$ cat src/rtl/sp_writeback_arbiter.sv
// sp_writeback_arbiter: round-robin SPR result arbiter with output stage, broadcast and owner-checked SPR write port
module sp_writeback_arbiter #(
    parameter int UNITS       = 3,
    parameter int RS_ID_WIDTH = 5
) (
    input  logic                              clk,
    input  logic                              rst,
    input  logic [UNITS-1:0]                  unit_valid,
    output logic [UNITS-1:0]                  unit_ready,
    input  logic [UNITS-1:0][9:0]             unit_addr,
    input  logic [UNITS-1:0][31:0]            unit_value,
    input  logic [UNITS-1:0][RS_ID_WIDTH-1:0] unit_rs_id,
    input  logic [9:0]                        update_addr,
    input  logic                              update_enable,
    input  logic [RS_ID_WIDTH-1:0]            update_rs_id,
    output logic                              result_valid,
    input  logic                              result_ready,
    output logic [RS_ID_WIDTH-1:0]            result_rs_id,
    output logic [31:0]                       result_value,
    output logic [9:0]                        write_addr,
    output logic                              write_enable,
    output logic [31:0]                       write_value,
    output logic                              bad_addr_error
);
    localparam int PW = UNITS > 1 ? $clog2(UNITS) : 1;
    logic [PW-1:0] rr_ptr, g;
    logic gnt, complete, stage_free;
    logic [9:0] st_addr;
    logic [31:0] st_value;
    logic [RS_ID_WIDTH-1:0] st_rs_id;
    logic [2:0] own_v, st_hot, up_hot, match;
    logic [2:0][RS_ID_WIDTH-1:0] own_id;
    assign complete   = result_valid & result_ready;
    assign stage_free = !result_valid | complete;
    // one-hot SPR decode, bit order {CTR, LR, XER}
    assign st_hot = {st_addr == 10'd9, st_addr == 10'd8, st_addr == 10'd1};
    assign up_hot = {update_addr == 10'd9, update_addr == 10'd8, update_addr == 10'd1};
    always_comb begin
        int j;
        j   = 0;
        gnt = 1'b0;
        g   = '0;
        for (int k = UNITS - 1; k >= 0; k--) begin
            j = (int'(rr_ptr) + k) % UNITS;
            if (unit_valid[j]) begin
                gnt = 1'b1;
                g   = PW'(j);
            end
        end
        gnt        = gnt & stage_free & !rst;
        unit_ready = gnt ? UNITS'(1) << g : '0;
    end
    always_comb begin
        for (int k = 0; k < 3; k++)
            match[k] = own_id[k] == st_rs_id;
    end
    assign write_enable   = complete & |(st_hot & own_v & match);
    assign bad_addr_error = complete & ~|st_hot;
    assign write_addr     = result_valid ? st_addr : '0;
    assign write_value    = result_valid ? st_value : '0;
    assign result_value   = result_valid ? st_value : '0;
    assign result_rs_id   = result_valid ? st_rs_id : '0;
    always_ff @(posedge clk) begin
        if (rst) begin
            result_valid <= 1'b0;
            st_addr      <= '0;
            st_value     <= '0;
            st_rs_id     <= '0;
            rr_ptr       <= '0;
        end else if (gnt) begin
            result_valid <= 1'b1;
            st_addr      <= unit_addr[g];
            st_value     <= unit_value[g];
            st_rs_id     <= unit_rs_id[g];
            rr_ptr       <= (g == PW'(UNITS - 1)) ? '0 : g + 1'b1;
        end else if (complete) begin
            result_valid <= 1'b0;
        end
    end
    // a same-cycle snoop update reassigns the SPR and outranks our write clearing it
    always_ff @(posedge clk) begin
        if (rst) begin
            own_v  <= '0;
            own_id <= '0;
        end else begin
            for (int k = 0; k < 3; k++) begin
                if (update_enable && up_hot[k]) begin
                    own_v[k]  <= 1'b1;
                    own_id[k] <= update_rs_id;
                end else if (write_enable && st_hot[k]) begin
                    own_v[k] <= 1'b0;
                end
            end
        end
    end
endmodule

$ cat config.mk
export PLATFORM = sky130hd
export DESIGN_NAME = sp_writeback_arbiter
export DESIGN_NICKNAME = d
export VERILOG_FILES = /design/src/rtl/sp_writeback_arbiter.sv
export SDC_FILE = /design/constraint.sdc
export NUM_CORES = 1
export LEC_CHECK = 0
export ABC_AREA = 1
export CAP_MARGIN = 20
export CORE_MARGIN = 5
export CORE_UTILIZATION = 25
export DETAILED_ROUTE_END_ITERATION = 8
export SYNTH_ARGS = -nofsm -noshare
export SYNTH_HDL_FRONTEND = slang
export SYNTH_SLANG_ARGS = --single-unit
$ cat constraint.sdc
create_clock -name clk -period 2.1 [get_ports clk]
set_input_delay 0.42 -clock clk [delete_from_list [all_inputs] [get_ports clk]]
set_output_delay 0.42 -clock clk [all_outputs]
set_load 0.01 [all_outputs]
==> metrics <==
Buffers on Ports=247; Synth area leaders=dfxtp_1 27%, nand2_1 21%, nand3_1 19%; drt wl/cell=15.6 um; pins over their slew limit=0; arrival time worst endpoint=1.87 ns; VDD IR max=413 uV; crit start category=flop; placed cells=1357; Syn Nets=1027; ys flop type=dfxtp_1; hold_ws=0.456 ns; Post-DRT Antenna Nets=0; P_int=4.38 mW; # Max-Cap Violations=0; post-synth top area share=27.3%; WS Path Type=flop to output pin; Non-Filler Instances=1386; Multi-input gate area=2850 um2; Async SR Flop Fraction=0%; Slew HR=73.5%; CTS Root Cell=clkbuf_16; number of flops mapped to enable cells by yosys=0; run status=complete, but fails checks; GRT overflow=0; TritonCTS clock tree=done; H-Tree Depth=3; Final Hold Viols=0; logic gate share of total power=56.5%; CP endpoint kind=output pin; fraction of layout cells with a size suffix above 1=13.9%; number of global-route vias before repair=6246; Post-synth top cells=283 x nand2_1, 187 x nand3_1, 113 x inv_1, 68 x dfxtp_1, 35 x buf_4; Worst Path Required=1.68 ns; TritonRoute pass-1 iters=5; period utilisation layout=109%; drt via density=4.63; crit path max fanout=5; Synth cell types=28; antenna violations before repair=0; first-pass GRT wire length=32300 um; DRC=0; Setup TNS=-0.502 ns; final WL=21600 um; area of the core=19600 um2; HP Class=flop to flop; number of inserted diodes=0; Flop pwr share=24.2%; fmax=437 MHz; total track usage=18.0%; Die Ht=151 um; Syn Area/Cell=5.79 um2; Register Area=1380 um2; leakage=4.29 nW; power density over the cells=874 nW/um2; most numerous cell in the Yosys netlist=nand2_1; switching share of power=41.2%; Mapped Cells=862; #FFs+latches synth=68; full die area=22900 um2; chip width=151 um; NetSw=3.07 mW; via count=6422; row count=51; Layout area overhead=70.7%; largest net degree at the start of global routing=74; RSZ-0062 raised after global routing=true; DP Wirelength=15800 um; min Tclk post-route=2.29 ns; failing checks=setup timing; yosys warns=0; Bufs on Longest Clock Path=2; CTS sink cnt=68; fill cell count=2059; Worst-Margin Slew=0.398 ns; cts hold-fix bufs=0; GPL Wtd Cong=0.892; Seq/Total Area, Yosys=27.3%; DRT iter0 DRCs=308; Ports=248; Final Net Count=1282; Num CTS Buffers=9; Initial Utilization=25.5%; clk_lat worst skew=0.34 ns; clock share of power=19.3%; clock-pin slew on the worst setup and hold paths=0.06 ns; final worst slack=-0.189 ns; clk_skew=0.00587 ns; final setup violation count=4; largest area contributor in the netlist=dfxtp_1; Synth Cell Area=4990 um2
## per-stage QoR
step                      util [%]  power, mW  instance area, um2  worst slack, ns
final                         43.5       7.45                8520           -0.189
after global routing          43.5       8.04                8520           -0.287
after CTS                     42.3       7.32                8280           -0.199
after detailed placement      39.9       5.62                7820           -0.627
after global placement        39.9       5.59                7820           -0.625
after floorplan                  -       3.95                5000           0.0173
## cell usage in the layout, fill, tap and decap left out, types with 2 or more instances in the layout
| master | Yosys | layout |
|---|---|---|
| a21oi_1 | 19 | 19 |
| and3_1 | 2 | 2 |
| buf_12 | 0 | 4 |
| buf_4 | 35 | 62 |
| buf_6 | 6 | 12 |
| clkbuf_1 | 21 | 3 |
| clkbuf_16 | 0 | 11 |
| clkbuf_8 | 0 | 3 |
| clkdlybuf4s50_1 | 0 | 233 |
| dfxtp_1 | 68 | 58 |
| dfxtp_2 | 0 | 7 |
| dfxtp_4 | 0 | 3 |
| dlygate4sd2_1 | 0 | 3 |
| dlymetal6s2s_1 | 0 | 6 |
| ha_4 | 0 | 2 |
| inv_1 | 113 | 110 |
| inv_2 | 8 | 9 |
| inv_4 | 0 | 2 |
| nand2_1 | 283 | 274 |
| nand2_2 | 5 | 9 |
| nand2_4 | 0 | 5 |
| nand3_1 | 187 | 181 |
| nand3_2 | 2 | 6 |
| nand3_4 | 1 | 3 |
| nand4_1 | 28 | 28 |
| nor2_1 | 25 | 20 |
| nor2_4 | 1 | 5 |
| nor3_1 | 6 | 4 |
| nor3_2 | 0 | 2 |
| nor4_1 | 3 | 2 |
| o21ai_0 | 20 | 20 |
| or2_2 | 2 | 2 |
## flip-flops by register name, indices dropped and copies added (netlist names)
register	count
own_id	15
own_v	3
result_valid	1
rr_ptr	2
st_addr	10
st_rs_id	5
st_value	32
## per-layer routing
layer / vias up / GRT usage (%) / share of wire (%)
met5: - / 0 / 0
met4: 0 / 5.44 / 2.0
met3: 29 / 4.28 / 6.0
met2: 205 / 31.4 / 51
met1: 2969 / 21.8 / 41
li1: 3219 / - / -
## worst max-delay path: stages, from the launching register on
cell and delay (ns):
dfxtp_2 0.32, buf_4 0.13, ha_4 0.17, nand2_1 0.12, nand2_2 0.07, nand2_2 0.10
nand2_4 0.07, nand3_4 0.10, nand2_4 0.08, buf_6 0.14, nor2_4 0.11, buf_6 0.12
## cell families (layout without fill, tap and decap cells)
family | after synthesis | after routing | share of synthesized area (%)
buffers and inverters | 203 | 462 | 19.2
AOI/OAI and AO/OA | 41 | 41 | 4.16
DFF | 68 | 68 | 27.3
xor gates and xnor gates | 1 | 1 | 0.175
adders and majority gates | 2 | 2 | 0.501
and+or+nand+nor | 547 | 547 | 48.7
## final timing paths
kind / depth (start not counted) / endpoint / from / slack (ns)
worst max-delay path: 11 / unit_ready[0] / rr_ptr[0] / -0.19
worst min-delay path: 2 / own_id[4] / own_id[4] / 0.46
worst max register to register: 14 / st_value[15] / rr_ptr[0] / 0.13
worst min register to register: 2 / own_id[4] / own_id[4] / 0.46
## power groups by stage
| stage | Combinational, mW | Sequential (mW) | Clock [mW] |
|---|---|---|---|
| after floorplan | 2.20 | 1.75 | 0 |
| after global placement | 3.81 | 1.78 | 0 |
| after detailed placement | 3.83 | 1.79 | 0 |
| after CTS | 4.05 | 1.78 | 1.49 |
| after global routing | 4.66 | 1.84 | 1.54 |
| final | 4.21 | 1.81 | 1.44 |
## timing repair
action | 4_1_cts | 5_1_grt
setup buffers | 9 | 2
hold endpoints to repair | 0 | 0
endpoints found under the setup margin | 79 | 56
cloned | 0 | 3
pin swaps | 8 | 12
resized for setup | 65 | 47
## area by class of cell
type,count,area share [%]
Clock inverter,1,0.0881
Timing Repair Buffer,326,37.9
Tap cell,265,3.89
Clock buffer,14,3.10
Inverter,121,5.39
Multi-Input combinational cell,591,33.5
Sequential cell,68,16.2
No activity file was read; power rests on OpenSTA's default activity.
